$ cat config.mk
export PLATFORM = sky130hd
export DESIGN_NAME = cache_ctrl_flat
export DESIGN_NICKNAME = d
export VERILOG_FILES = /design/src/rtl/cache_ctrl_pkg.sv /design/src/rtl/cache_ctrl_if.sv /design/src/rtl/cache_ctrl_tag_store.sv /design/src/rtl/cache_ctrl.sv /design/src/flat_wrapper.sv
export SDC_FILE = /design/constraint.sdc
export NUM_CORES = 1
export LEC_CHECK = 0
export CAP_MARGIN = 25
export CORE_MARGIN = 2
export CORE_UTILIZATION = 30
export CTS_BUF_LIST = sky130_fd_sc_hd__clkbuf_4
export DETAILED_ROUTE_END_ITERATION = 10
export GPL_ROUTABILITY_DRIVEN = 0
export PLACE_DENSITY_LB_ADDON = 0.08
export SLEW_MARGIN = 20
export SYNTH_ARGS = -nofsm -noshare
export SYNTH_HDL_FRONTEND = slang
export SYNTH_SLANG_ARGS = --single-unit
$ cat constraint.sdc
create_clock -name clk -period 4.25 [get_ports clk]
set_input_delay 0.85 -clock clk [delete_from_list [all_inputs] [get_ports clk]]
set_output_delay 0.85 -clock clk [all_outputs]
set_load 0.02 [all_outputs]
$ cat src/rtl/cache_ctrl_pkg.sv
// Shared types, default widths and address field helpers for the data-cache controller.
// Latency: n/a (declarations only).
// Backpressure: n/a.
package cache_pkg;

    localparam int ADDR_W_DEF   = 32;
    localparam int INDEX_W_DEF  = 4;
    localparam int OFFSET_W_DEF = 4;
    localparam int CNT_W_DEF    = 16;

    typedef enum logic [1:0] {
        ST_IDLE      = 2'd0,
        ST_WRITEBACK = 2'd1,
        ST_ALLOCATE  = 2'd2
    } state_e;

    // Tag field: everything above index and offset. Caller truncates to TAG_W.
    function automatic logic [63:0] addr_tag(input logic [63:0] addr,
                                             input int index_w, input int offset_w);
        return addr >> (index_w + offset_w);
    endfunction

    // Index field: index_w bits just above the byte offset.
    function automatic logic [63:0] addr_index(input logic [63:0] addr,
                                               input int index_w, input int offset_w);
        return (addr >> offset_w) & ((64'd1 << index_w) - 64'd1);
    endfunction

endpackage

$ cat src/rtl/cache_ctrl_if.sv
// CPU-side strobes, data-array controls, backing-memory handshake and counters.
// Latency: n/a (wiring only).
// Backpressure: core holds strobes/address stable while stall is high; memory completes with mem_ready.
interface cache_ctrl_if #(
    parameter int ADDR_W  = 32,
    parameter int INDEX_W = 4,
    parameter int CNT_W   = 16
);
    logic               cpu_read;
    logic               cpu_write;
    logic [ADDR_W-1:0]  cpu_addr;
    logic               stall;
    logic               hit;
    logic               store_we;
    logic               fill_we;
    logic [INDEX_W-1:0] arr_index;
    logic               mem_req;
    logic               mem_we;
    logic [ADDR_W-1:0]  mem_addr;
    logic               mem_ready;
    logic [CNT_W-1:0]   hit_cnt;
    logic [CNT_W-1:0]   miss_cnt;

    // Controller side.
    modport slave (
        input  cpu_read, cpu_write, cpu_addr, mem_ready,
        output stall, hit, store_we, fill_we, arr_index,
               mem_req, mem_we, mem_addr, hit_cnt, miss_cnt
    );

    // Core / memory side.
    modport master (
        output cpu_read, cpu_write, cpu_addr, mem_ready,
        input  stall, hit, store_we, fill_we, arr_index,
               mem_req, mem_we, mem_addr, hit_cnt, miss_cnt
    );
endinterface

$ cat src/rtl/cache_ctrl_tag_store.sv
// Tag/valid/dirty arrays for a direct-mapped cache; combinational read at index.
// Latency: read 0 cycles, writes take effect at the next rising edge.
// Backpressure: none; ports: index, rd_tag/rd_valid/rd_dirty, wr_en/wr_tag, dirty_set/dirty_clr.
module cache_tag_store #(
    parameter int INDEX_W = 4,
    parameter int TAG_W   = 24
) (
    input  logic               clk,
    input  logic               rst_n,
    input  logic [INDEX_W-1:0] index,
    output logic [TAG_W-1:0]   rd_tag,
    output logic               rd_valid,
    output logic               rd_dirty,
    input  logic               wr_en,      // allocate: write tag, set valid, clear dirty
    input  logic [TAG_W-1:0]   wr_tag,
    input  logic               dirty_set,
    input  logic               dirty_clr
);
    localparam int LINES = 1 << INDEX_W;

    logic [TAG_W-1:0] tag_q [LINES];
    logic [TAG_W-1:0] tag_d [LINES];
    logic [LINES-1:0] valid_q, valid_d;
    logic [LINES-1:0] dirty_q, dirty_d;

    assign rd_tag   = tag_q[index];
    assign rd_valid = valid_q[index];
    assign rd_dirty = dirty_q[index];

    always_comb begin
        tag_d   = tag_q;
        valid_d = valid_q;
        dirty_d = dirty_q;
        if (wr_en) begin
            tag_d[index]   = wr_tag;
            valid_d[index] = 1'b1;
            dirty_d[index] = 1'b0;
        end
        if (dirty_set) dirty_d[index] = 1'b1;
        if (dirty_clr) dirty_d[index] = 1'b0;
    end

    // Tags are qualified by valid, so they need no reset.
    always_ff @(posedge clk) begin
        tag_q <= tag_d;
    end

    always_ff @(posedge clk or negedge rst_n) begin
        if (!rst_n) begin
            valid_q <= '0;
            dirty_q <= '0;
        end else begin
            valid_q <= valid_d;
            dirty_q <= dirty_d;
        end
    end
endmodule

$ cat src/rtl/cache_ctrl.sv
// Direct-mapped write-back data-cache controller: hit detect, write-back/refill FSM, perf counters.
// Latency: hits complete in the access cycle; misses stall 1 + writeback + allocate cycles.
// Backpressure: stall holds the core while a miss waits on mem_ready; ports via cache_ctrl_if.slave.
module cache_ctrl
    import cache_pkg::*;
#(
    parameter int ADDR_W   = ADDR_W_DEF,
    parameter int INDEX_W  = INDEX_W_DEF,
    parameter int OFFSET_W = OFFSET_W_DEF,
    parameter int CNT_W    = CNT_W_DEF
) (
    input logic          clk,
    input logic          rst_n,
    cache_ctrl_if.slave  bus
);
    localparam int TAG_W = ADDR_W - INDEX_W - OFFSET_W;

    logic [TAG_W-1:0]   tag, rd_tag;
    logic [INDEX_W-1:0] index;
    logic               rd_valid, rd_dirty;
    logic               access;
    logic               tag_wr, dirty_set, dirty_clr;
    logic               hit, stall, store_we, fill_we, mem_req, mem_we;
    logic [ADDR_W-1:0]  mem_addr;
    logic               hit_inc, miss_inc;

    state_e             state_q, state_d;
    logic               retry_q, retry_d;   // this IDLE cycle is the retry of a just-filled miss
    logic [CNT_W-1:0]   hit_cnt_q, hit_cnt_d;
    logic [CNT_W-1:0]   miss_cnt_q, miss_cnt_d;

    assign tag    = TAG_W'(addr_tag(64'(bus.cpu_addr), INDEX_W, OFFSET_W));
    assign index  = INDEX_W'(addr_index(64'(bus.cpu_addr), INDEX_W, OFFSET_W));
    assign access = bus.cpu_read | bus.cpu_write;

    cache_tag_store #(
        .INDEX_W (INDEX_W),
        .TAG_W   (TAG_W)
    ) u_tags (
        .clk       (clk),
        .rst_n     (rst_n),
        .index     (index),
        .rd_tag    (rd_tag),
        .rd_valid  (rd_valid),
        .rd_dirty  (rd_dirty),
        .wr_en     (tag_wr),
        .wr_tag    (tag),
        .dirty_set (dirty_set),
        .dirty_clr (dirty_clr)
    );

    always_comb begin
        state_d   = state_q;
        retry_d   = 1'b0;
        hit       = 1'b0;
        stall     = 1'b0;
        store_we  = 1'b0;
        fill_we   = 1'b0;
        mem_req   = 1'b0;
        mem_we    = 1'b0;
        mem_addr  = '0;
        tag_wr    = 1'b0;
        dirty_set = 1'b0;
        dirty_clr = 1'b0;
        hit_inc   = 1'b0;
        miss_inc  = 1'b0;
        case (state_q)
            ST_IDLE: begin
                hit = access & rd_valid & (rd_tag == tag);
                if (hit) begin
                    // A simultaneous read+write strobe is a store.
                    store_we  = bus.cpu_write;
                    dirty_set = bus.cpu_write;
                    hit_inc   = ~retry_q;
                end else if (access) begin
                    stall    = 1'b1;
                    miss_inc = 1'b1;
                    state_d  = (rd_valid & rd_dirty) ? ST_WRITEBACK : ST_ALLOCATE;
                end
            end
            ST_WRITEBACK: begin
                stall    = 1'b1;
                mem_req  = 1'b1;
                mem_we   = 1'b1;
                mem_addr = {rd_tag, index, {OFFSET_W{1'b0}}};
                if (bus.mem_ready) begin
                    dirty_clr = 1'b1;
                    state_d   = ST_ALLOCATE;
                end
            end
            ST_ALLOCATE: begin
                stall    = 1'b1;
                mem_req  = 1'b1;
                mem_addr = {tag, index, {OFFSET_W{1'b0}}};
                if (bus.mem_ready) begin
                    fill_we = 1'b1;
                    tag_wr  = 1'b1;
                    retry_d = 1'b1;
                    state_d = ST_IDLE;
                end
            end
            default: state_d = ST_IDLE;
        endcase

        hit_cnt_d  = (hit_inc  && (hit_cnt_q  != '1)) ? hit_cnt_q  + 1'b1 : hit_cnt_q;
        miss_cnt_d = (miss_inc && (miss_cnt_q != '1)) ? miss_cnt_q + 1'b1 : miss_cnt_q;
    end

    always_ff @(posedge clk or negedge rst_n) begin
        if (!rst_n) begin
            state_q    <= ST_IDLE;
            retry_q    <= 1'b0;
            hit_cnt_q  <= '0;
            miss_cnt_q <= '0;
        end else begin
            state_q    <= state_d;
            retry_q    <= retry_d;
            hit_cnt_q  <= hit_cnt_d;
            miss_cnt_q <= miss_cnt_d;
        end
    end

    // Cleared valid bits would otherwise make a held strobe look like a miss during reset.
    assign bus.stall     = stall & rst_n;
    assign bus.hit       = hit;
    assign bus.store_we  = store_we;
    assign bus.fill_we   = fill_we;
    assign bus.arr_index = index;
    assign bus.mem_req   = mem_req;
    assign bus.mem_we    = mem_we;
    assign bus.mem_addr  = mem_addr;
    assign bus.hit_cnt   = hit_cnt_q;
    assign bus.miss_cnt  = miss_cnt_q;
endmodule

$ cat src/flat_wrapper.sv
// flat-port wrapper written by rule: the top's interface ports become plain ports
module cache_ctrl_flat import cache_pkg::*;
#(
    parameter int ADDR_W   = ADDR_W_DEF,
    parameter int INDEX_W  = INDEX_W_DEF,
    parameter int OFFSET_W = OFFSET_W_DEF,
    parameter int CNT_W    = CNT_W_DEF
)
  (clk, rst_n, bus_cpu_read, bus_cpu_write, bus_cpu_addr, bus_mem_ready, bus_stall, bus_hit, bus_store_we, bus_fill_we, bus_arr_index, bus_mem_req, bus_mem_we, bus_mem_addr, bus_hit_cnt, bus_miss_cnt);
  cache_ctrl_if #(.ADDR_W(ADDR_W), .INDEX_W(INDEX_W), .CNT_W(CNT_W)) bus_i ();
  input logic clk;
  input logic rst_n;
  input wire logic [$bits(bus_i.cpu_read)-1:0] bus_cpu_read;
  input wire logic [$bits(bus_i.cpu_write)-1:0] bus_cpu_write;
  input wire logic [$bits(bus_i.cpu_addr)-1:0] bus_cpu_addr;
  input wire logic [$bits(bus_i.mem_ready)-1:0] bus_mem_ready;
  output wire logic [$bits(bus_i.stall)-1:0] bus_stall;
  output wire logic [$bits(bus_i.hit)-1:0] bus_hit;
  output wire logic [$bits(bus_i.store_we)-1:0] bus_store_we;
  output wire logic [$bits(bus_i.fill_we)-1:0] bus_fill_we;
  output wire logic [$bits(bus_i.arr_index)-1:0] bus_arr_index;
  output wire logic [$bits(bus_i.mem_req)-1:0] bus_mem_req;
  output wire logic [$bits(bus_i.mem_we)-1:0] bus_mem_we;
  output wire logic [$bits(bus_i.mem_addr)-1:0] bus_mem_addr;
  output wire logic [$bits(bus_i.hit_cnt)-1:0] bus_hit_cnt;
  output wire logic [$bits(bus_i.miss_cnt)-1:0] bus_miss_cnt;
  assign bus_i.cpu_read = bus_cpu_read;
  assign bus_i.cpu_write = bus_cpu_write;
  assign bus_i.cpu_addr = bus_cpu_addr;
  assign bus_i.mem_ready = bus_mem_ready;
  assign bus_stall = bus_i.stall;
  assign bus_hit = bus_i.hit;
  assign bus_store_we = bus_i.store_we;
  assign bus_fill_we = bus_i.fill_we;
  assign bus_arr_index = bus_i.arr_index;
  assign bus_mem_req = bus_i.mem_req;
  assign bus_mem_we = bus_i.mem_we;
  assign bus_mem_addr = bus_i.mem_addr;
  assign bus_hit_cnt = bus_i.hit_cnt;
  assign bus_miss_cnt = bus_i.miss_cnt;
  cache_ctrl #(.ADDR_W(ADDR_W), .INDEX_W(INDEX_W), .OFFSET_W(OFFSET_W), .CNT_W(CNT_W)) u_core (.clk(clk), .rst_n(rst_n), .bus(bus_i));
endmodule
Word-level counts from Yosys, hierarchy flattened
Index checks and enable logic that the tools add are counted.
- flip-flop bits (word level): 451
- input bits: 37
- muxes and demuxes: 36
- reductions and logical operators: 7
- bitwise operators: 12
- magnitude comparators: 4
- add/sub/neg operators: 2
- equal/unequal tests: 9
- operators with widths (kind ; number):
    $bwmux 384 ; 1
    $bmux 24 s4 ; 1
    $demux 24 s4 ; 1
    $mux 24 ; 3
    $pmux 32 s2 ; 1
    $mux 16 ; 3
    $add 16x1->16 const B ; 2
    $and 16x16->16 ; 2
    $ne 16x16->1 const B ; 2
    $or 16x16->16 ; 2
    $eq 24x24->1 ; 1
    $mux 1 ; 16
    $not 16->16 ; 1
    $mux 2 ; 5
    $bmux 1 s4 ; 2
    $ne 2x2->1 const B ; 3
    $pmux 2 s3 ; 1
    $ge 5x5->1 const B ; 1
    $lt 4x5->1 const B ; 1
    $lt 5x1->1 const B ; 1
    $not 4->5 ; 1
    $and 1x1->1 ; 4
    $demux 1 s4 ; 1
    $ge 4x1->1 const B ; 1
    10 further kinds ; 13

Longest topological paths before layout
Gate-level depths: netlist of run 1.
- depth after elaboration: 11
- gate-level depth with buffers: 16
- mapped depth without buffers: 9

Hierarchy
A second synthesis of run 1 with hierarchy kept.
- cell total of the unflattened synthesis: 1025
- area, all modules: 18535.3 um^2
- by module, submodules not included (module ; cells an instance ; seq. area each (um^2) ; times used ; area each (um^2)):
    cache_tag_store ; 745 ; 12331.8 ; 1 ; 16002.8
    cache_ctrl ; 280 ; 875.8 ; 1 ; 2532.4

Least setup slack after synthesis of run 1
No wires, ideal clock.
- path kind: input to output
- start: input port bus_cpu_addr[4]
- end: output port bus_stall
- path buffers: 5
- slack: -0.640 ns
- data required time: 3.400 ns
- data arrival time: 4.040 ns
- stages on the path: 12
- path through: buf_6 > buf_8 > buf_6 > buf_6 > mux4_2 > mux4_2 > xnor2_1 > and4_1 > a311oi_2 > buf_4 > nor2_1 > nor3b_1
- word-level cells in the longest chain between the ends: 9
- elaborated cells between the ends (all ways): 12
- ends and longest elaborated chain (item ; RTL line ; RTL):
    start: declaration ; flat_wrapper.sv:15 ; input wire logic [$bits(bus_i.cpu_addr)-1:0] bus_cpu_addr;
    $not 4->5 (not written as such) ; cache_ctrl_tag_store.sv:26 ; assign rd_tag = tag_q[index];
    $bmux 24 s4 ; cache_ctrl_tag_store.sv:26 ;
    $mux 24 (not written as such) (2 in series) ; cache_ctrl_tag_store.sv:26 ;
    $eq 24x24->1 ; cache_ctrl.sv:69 ; hit = access & rd_valid & (rd_tag == tag);
    $and 1x1->1 (*) ; cache_ctrl.sv:69 ;
    $mux 1 (*) ; cache_ctrl.sv:70 ; if (hit) begin
    $pmux 1 s2 (*) ; cache_ctrl.sv:67 ; case (state_q)
    $and 1x1->1 (*) ; cache_ctrl.sv:124 ; assign bus.stall = stall & rst_n;
    end: declaration ; flat_wrapper.sv:17 ; output wire logic [$bits(bus_i.stall)-1:0] bus_stall;
Every way passes the cells marked *; elsewhere a longest branch is shown, timed or not. The select of a mux whose other input is x is not followed.

Worst setup path in the final report of run 1
Same ends and word-level chain as after synthesis.

==> results of run 1 <==
-- worst max-delay path, stage by stage --
cell and delay (ps):
clkbuf_16 190, buf_16 180, mux4_2 520, mux4_2 490, xnor2_1 270, nand4b_1 270
nor3_4 410, a311oi_4 190, nor2_4 130, nor3b_4 50, buf_6 120
-- what timing repair did --
item                                    in CTS  in global routing
gates resized for setup                     40                 15
endpoints found under the setup margin      11                 12
gates cloned                                 2                  0
hold buffers                                 1                  0
setup buffers                                5                  0
endpoints found under the hold margin        8                  0
pin swaps                                    9                  1
-- through the flow --
step	cell area, µm²	instances	util, %	hold WS, ps
after floorplan	19700	1169	-	433
after global placement	23600	2298	36.5	446
after detailed placement	23600	2298	36.5	447
after CTS	25300	2514	39.2	301
after global routing	25300	2515	39.2	325
final	25300	2515	39.2	367
-- layout by cell type, fill, tap and decap left out, drive strengths merged, types with 4 or more instances in the layout --
cell           instances
nor3                  15
a22oi                 25
o22ai                  9
a221o                  5
nor2b                 25
a22o                   5
nand3                 27
ha                     6
clkbuf               174
a21oi                  9
inv                   20
nor2                  48
mux2                  16
o31a                   8
o31ai                  8
buf                  251
xor2                  17
clkdlybuf4s50         88
nand2                 56
a21boi                 7
or2                   18
conb                   4
mux4                  90
dfrtp                 67
xnor2                 35
nand4                  8
o21ai                 19
mux2i                 66
clkinv                34
nand2b                11
a31oi                  5
edfxtp               384
a31o                   8
o211ai                 6
and2                   7
and4                   6
and3                  13
-- final cells by class --
| cell class | count | area (µm²) |
|---|---|---|
| Antenna cell | 1 | 2.50 |
| Clock buffer | 172 | 1290 |
| Clock inverter | 38 | 243 |
| Fill cell | 6179 | 39200 |
| Inverter | 20 | 75.1 |
| Multi-Input combinational cell | 630 | 6190 |
| Sequential cell | 451 | 13200 |
| Tap cell | 855 | 1070 |
| Timing Repair Buffer | 348 | 3260 |
-- worst paths after layout --
path                                     startpoint                  endpoint  slack, ps
max in group asynchronous                     rst_n    u_core.bus.miss_cnt[9]       2770
min                                           rst_n     u_core.bus.hit_cnt[8]        370
max                                 bus_cpu_addr[4]                 bus_stall       -320
min reg2reg                u_core.u_tags.valid_q[5]  u_core.u_tags.valid_q[5]        460
max reg2reg                 u_core.u_tags.tag_q[73]    u_core.bus.hit_cnt[11]        710
min in group clk           u_core.u_tags.valid_q[5]  u_core.u_tags.valid_q[5]        460
-- sequential cells by signal, indices dropped and copies added, names as in the netlist --
register / count
u_core.bus.hit_cnt: 16
u_core.u_tags.tag_q: 384
u_core.state_q: 2
u_core.retry_q: 1
u_core.u_tags.dirty_q: 16
u_core.u_tags.valid_q: 16
u_core.bus.miss_cnt: 16
-- power groups by stage --
stage,registers (mW),clock network (mW),logic [mW]
final,5.08,3.86,2.07
after global routing,5.10,4.22,2.21
after CTS,5.08,4.01,2.09
after detailed placement,5.17,0,2.05
after global placement,5.17,0,2.05
after floorplan,5.18,0,0.948
-- metal layers --
metal | up-vias | GRT usage [%] | share of wire (%)
li1 | 5521 | - | -
met1 | 6471 | 26.4 | 46
met2 | 367 | 31.2 | 47
met3 | 92 | 3.65 | 4.7
met4 | 0 | 5.56 | 2.1
met5 | - | 0 | 0
-- cell families (layout without fill, tap and decap cells) --
kind of cell,after synthesis,count (layout),synth area share [%]
mux,172,172,14.8
simple gates,247,247,6.60
other cells,1,5,0.0191
compound gates,149,149,6.04
xor+xnor,52,52,2.32
buf+inv,88,578,2.51
flops,451,451,67.4
fa+ha+maj,6,6,0.383
==> results by group, run 1 <==
Power and ir drop
  – VDD IR max: 228 µV
  – Gate power share: 18.8%
  – Pint: 7.95 mW
  – Power share of the clock group: 35.1%
  – Switch Pwr: 3.06 mW
  – Overall Power: 11.0 mW
  – Flop pwr share: 46.1%
  – Pwr/cell area: 435 nW/µm²
  – LEAKAGE: 9.20 nW
  – Sw Ratio: 27.8%

Detailed routing
  – Vias: 12,500
  – DRT antenna net count: 0
  – Final wirelength: 64,200 µm
  – Vias per cell: 4.95
  – Iter 0 DRT Violations: 917
  – 1st-pass router iterations: 5
  – Post-route DRC violation count: 0
  – Mean routed wirelength per cell: 25.5 µm

Synthesis
  – Yosys reg bits: 451
  – Cell Area, Synth: 19,600 µm²
  – Async set or reset register ratio after synthesis: 14.9%
  – Ys flop type: edfxtp_1
  – Commonest cells in the synthesized netlist: 384 x edfxtp_1, 90 x mux4_2, 67 x dfrtp_1
  – Ranking of synthesized cells by area: edfxtp_1 59%, mux4_2 10%, dfrtp_1 8.6%
  – Yosys top cell area share: 58.8%
  – YS warnings: 0
  – EDFF count, synth: 384
  – Mapped Cells: 1,166
  – Synth unique cells: 77
  – Most frequent cell after synthesis: edfxtp_1
  – Register area share after synthesis: 67.4%
  – Top cell type by total area after synthesis: edfxtp_1
  – Syn avg cell area: 16.8 µm²

Timing
  – Fin worst setup slack: -320 ps
  – TNS Setup: -940 ps
  – FMAX: 0.219 GHz
  – RSZ-0062 raised after global routing: true
  – Final setup viols: 3
  – Fin crit period: 4570 ps
  – Endpoints failing hold: 0
  – Max Slew Vio Count: 0
  – Rel. slew slack: 45.7%
  – Final period util: 108%
  – Worst Tran Pin Value: 808 ps
  – Final Skew: 64.4 ps

Critical path
  – Critical path capture point type: output pin
  – Worst setup SP type: input pin
  – Worst reg-to-reg path cell count: 12
  – Critical Path RT: 3400 ps
  – Critical Path Fanout Max: 12
  – Crit path DAT: 3720 ps
  – WS Path Type: input pin to output pin

GRT
  – Global-route wire length before repair: 92,100 µm
  – GRT Resource Usage Total: 19.3%
  – Vias in the first global route: 13,000
  – Grt total ovfl: 0
  – Pin count of the biggest net entering global routing: 60
  – Antenna violations before repair: 1

Floorplan
  – Initial Util: 30.4%
  – # IOs: 111
  – Die area: 67,400 µm²
  – Core Region: 64,600 µm²
  – Rows: 93
  – Horiz. Die Dim: 260 µm
  – Die Y: 260 µm

Worst hold path
  – Hold Crit Class: input pin to asynchronous set/reset pin

Run
  – Max_cap viols: 0

Clock tree
  – CTS Buffer Depth: 3
  – TritonCTS clock tree: yes
  – Sink Count: 451
  – H-tree levels: 3
  – Clk Latency, worst-skew pair: 900 ps
  – CTS buffer count: 121
  – CTS clk-pin slew, worst paths: 60 ps
  – CTS Root Cell: clkbuf_4

Place
  – Post-DP HPWL: 42,900 µm
  – # port buffers: 102
  – Worst slack at placement: -1090 ps

Finish
  – P&R area growth vs syn: 29.2%
  – Layout Nets: 1,615
  – Share of cells above drive strength 1: 37.4%

Status
  – Failing checks: setup timing
  – Status: finished with violations
Power figures use the tool's default switching activity.
==> run 2, diff against run 1 <==
- CTS_CLUSTER_SIZE: not set -> 12
- SKIP_CTS_REPAIR_TIMING: not set -> 1
==> run 2 against run 1 <==
- the flow still finishes with violations (setup timing)
- count of clock-buffer cells in the layout is the same
- first-iteration DRC count shrank 1.9%
- critical path depth is the same
- combinational power is essentially flat
- final area shrank 0.14%
- sequential power is essentially flat
- critical endpoint unchanged
- largest cell class unchanged
- highest routed layer unchanged
==> results by group, run 2 (synthesis gave the netlist of run 1 again) <==
Status
  – Status: finished with violations (unchanged)
  – Failing checks: setup timing (unchanged)

Finish
  – Layout Nets: 1,614 (was 1,615)
  – Commonest non-fill, non-tap cell in the layout: edfxtp_1 (unchanged)
  – Most frequent cells in the layout: 384 x edfxtp_1, 218 x buf_4, 172 x clkbuf_4 (was 384 x edfxtp_1, 217 x buf_4, 172 x clkbuf_4)
  – Final instance area: 25,300 µm² (about the same)
  – P&R area growth vs syn: 29.1% (was 29.2%)
  – Final Util: 39.2% (about the same)
  – Max reg flops: 384 (unchanged)
  – Biggest register: u_core.u_tags.tag_q (unchanged)
  – FILL cells: 6,184 (was 6,179)
  – Share of cells above drive strength 1: 37.3% (was 37.4%)

Power and ir drop
  – Power share of the clock group: 35.1% (about the same)
  – Pint: 7.95 mW (about the same)
  – LEAKAGE: 9.22 nW (was 9.20 nW)
  – Flop pwr share: 46.2% (was 46.1%)
  – Gate power share: 18.7% (was 18.8%)
  – Switch Pwr: 3.06 mW (about the same)
  – VDD IR max: 227 µV (was 228 µV)
  – Pwr/cell area: 435 nW/µm² (about the same)
  – Sw Ratio: 27.8% (about the same)

Floorplan
  – Die Y: 260 µm (unchanged)
  – Horiz. Die Dim: 260 µm (unchanged)
  – Initial Util: 30.4% (unchanged)
  – Rows: 93 (unchanged)
  – # IOs: 111 (unchanged)
  – Core Region: 64,600 µm² (unchanged)
  – Die area: 67,400 µm² (unchanged)

Detailed routing
  – Final wirelength: 64,300 µm (was 64,200 µm)
  – 1st-pass router iterations: 5 (unchanged)
  – Met3 routed WL: 3040 µm (about the same)
  – Vias per cell: 4.93 (was 4.95)
  – Vias: 12,400 (was 12,500)
  – Iter 0 DRT Violations: 900 (was 917)
  – Met1 Wirelength: 29,400 µm (about the same)
  – Post-route DRC violation count: 0 (unchanged)
  – Metal2 WL: 30,500 µm (was 30,400 µm)
  – DRT antenna net count: 0 (unchanged)
  – Mean routed wirelength per cell: 25.6 µm (was 25.5 µm)
  – Max Used Layer: met4 (unchanged)

Place
  – Placement Cell Area: 23,600 µm² (unchanged)
  – # port buffers: 102 (unchanged)
  – Post-DP HPWL: 42,900 µm (unchanged)

Timing
  – Rel. slew slack: 45.7% (about the same)
  – Final setup viols: 3 (unchanged)
  – Worst Tran Pin Value: 813 ps (was 808 ps)
  – Final period util: 109% (was 108%)
  – Fin worst setup slack: -372 ps (was -320 ps)
  – Endpoints failing hold: 0 (unchanged)
  – Max Slew Vio Count: 0 (unchanged)
  – Fin crit period: 4620 ps (was 4570 ps)
  – FMAX: 0.216 GHz (was 0.219 GHz)
  – Final Skew: 70.7 ps (was 64.4 ps)
  – RSZ-0062 raised after global routing: true (unchanged)

GRT
  – Global-route wire length before repair: 91,600 µm (was 92,100 µm)
  – Grt total ovfl: 0 (unchanged)
  – Antenna violations before repair: 1 (unchanged)
  – GRT Resource Usage Total: 19.1% (was 19.3%)
  – Pin count of the biggest net entering global routing: 60 (unchanged)
  – Vias in the first global route: 13,000 (about the same)

Critical path
  – Critical path capture point type: output pin (unchanged)
  – Worst reg-to-reg path cell count: 13 (was 12)
  – Crit-path slowest cell: mux4_2 (unchanged)
  – Reg-to-reg critical path startpoint: u_core.u_tags.tag_q[2] (was u_core.u_tags.tag_q[73])
  – Crit-path cells: mux4_2 -> mux2i_4 -> xor2_1 -> o2111ai_1 -> or4_4 -> a2111oi_4 -> buf_4 -> a311oi_4 -> nor2_4 -> nor3b_4 -> buf_6 (was clkbuf_16 -> buf_16 -> mux4_2 -> mux4_2 -> xnor2_1 -> nand4b_1 -> nor3_4 -> a311oi_4 -> nor2_4 -> nor3b_4 -> buf_6)
  – Critical Path Fanout Max: 2 (was 12)
  – WS Path Type: flop to output pin (was input pin to output pin)
  – Reg2reg end: u_core.bus.hit_cnt[11] (unchanged)
  – Critical Path RT: 3400 ps (about the same)
  – Critical Path Max Stage Delay: 500 ps (was 520 ps)
  – Reg2reg setup slack: 660 ps (was 710 ps)
  – Worst setup SP type: flop (was input pin)
  – Crit path DAT: 3770 ps (was 3720 ps)

Worst hold path
  – Hold Crit Class: input pin to asynchronous set/reset pin (unchanged)

Clock tree
  – CTS clk-pin slew, worst paths: 70 ps (was 60 ps)
  – Sink Count: 451 (unchanged)
  – H-tree levels: 3 (unchanged)
  – CTS buffer count: 121 (unchanged)
  – CTS Root Cell: clkbuf_4 (unchanged)
  – Clk Latency, worst-skew pair: 900 ps (about the same)
  – CTS Buffer Depth: 3 (unchanged)
  – TritonCTS clock tree: yes (unchanged)

Run
  – Max_cap viols: 0 (unchanged)
## run 2: critical path, delay by kind of cell (launching register included)
family                 cells  cell delay [ps]
AND/OR/NAND/NOR            3              630
AO/OA/AOI/OAI              3              670
XOR/XNOR                   1              190
buffers and inverters      2              310
multiplexers               2              700
flip-flops                 1              350
## run 2: worst max-delay path by stage
stage	start	to	slack [ps]	depth (start not counted)
2_1_floorplan	bus_cpu_addr[4]	bus_stall	-260	12
3_3_place_gp	bus_cpu_addr[4]	bus_hit	-1030	13
3_5_place_dp	bus_cpu_addr[4]	bus_store_we	-1090	13
4_1_cts	u_core.u_tags.tag_q[213]	bus_store_we	-1170	10
5_1_grt	u_core.u_tags.tag_q[215]	bus_stall	-610	11
6_report	u_core.u_tags.tag_q[215]	bus_stall	-370	11
## run 2: layout make-up
cell class	count	area (µm²)	area share, %
diodes	1	2.50	0.00989
clock buffers	172	1290	5.10
clock inverters	38	243	0.959
inverters	20	75.1	0.297
multi-input cells	630	6170	24.4
flip-flops and latches	451	13200	52.2
well taps	855	1070	4.23
repair buffers	347	3250	12.8
## run 2: per-stage QoR
step	setup TNS, ps	worst slack (ps)	hold slack (ps)	total power, mW	cells
2_1_floorplan	-298	-261	433	6.13	1169
3_3_place_gp	-11640	-1030	446	7.22	2298
3_5_place_dp	-13830	-1090	447	7.23	2298
4_1_cts	-4470	-1170	-240	11.1	2508
5_1_grt	-1760	-607	325	11.5	2514
6_report	-1040	-372	367	11.0	2514
## run 2: power by group through the flow
stage | combinational [mW] | sequential [mW] | clock, mW
after floorplan | 0.948 | 5.18 | 0
after global placement | 2.05 | 5.17 | 0
after detailed placement | 2.05 | 5.17 | 0
after CTS | 2.06 | 5.08 | 4.01
after global routing | 2.20 | 5.10 | 4.22
final | 2.06 | 5.08 | 3.86
## run 2: layer usage
metal / global-route usage [%] / vias to the layer above
met4: 5.54 / 0
met1: 26.3 / 6444
li1: - / 5513
met5: 0 / -
met2: 30.8 / 337
met3: 3.68 / 91
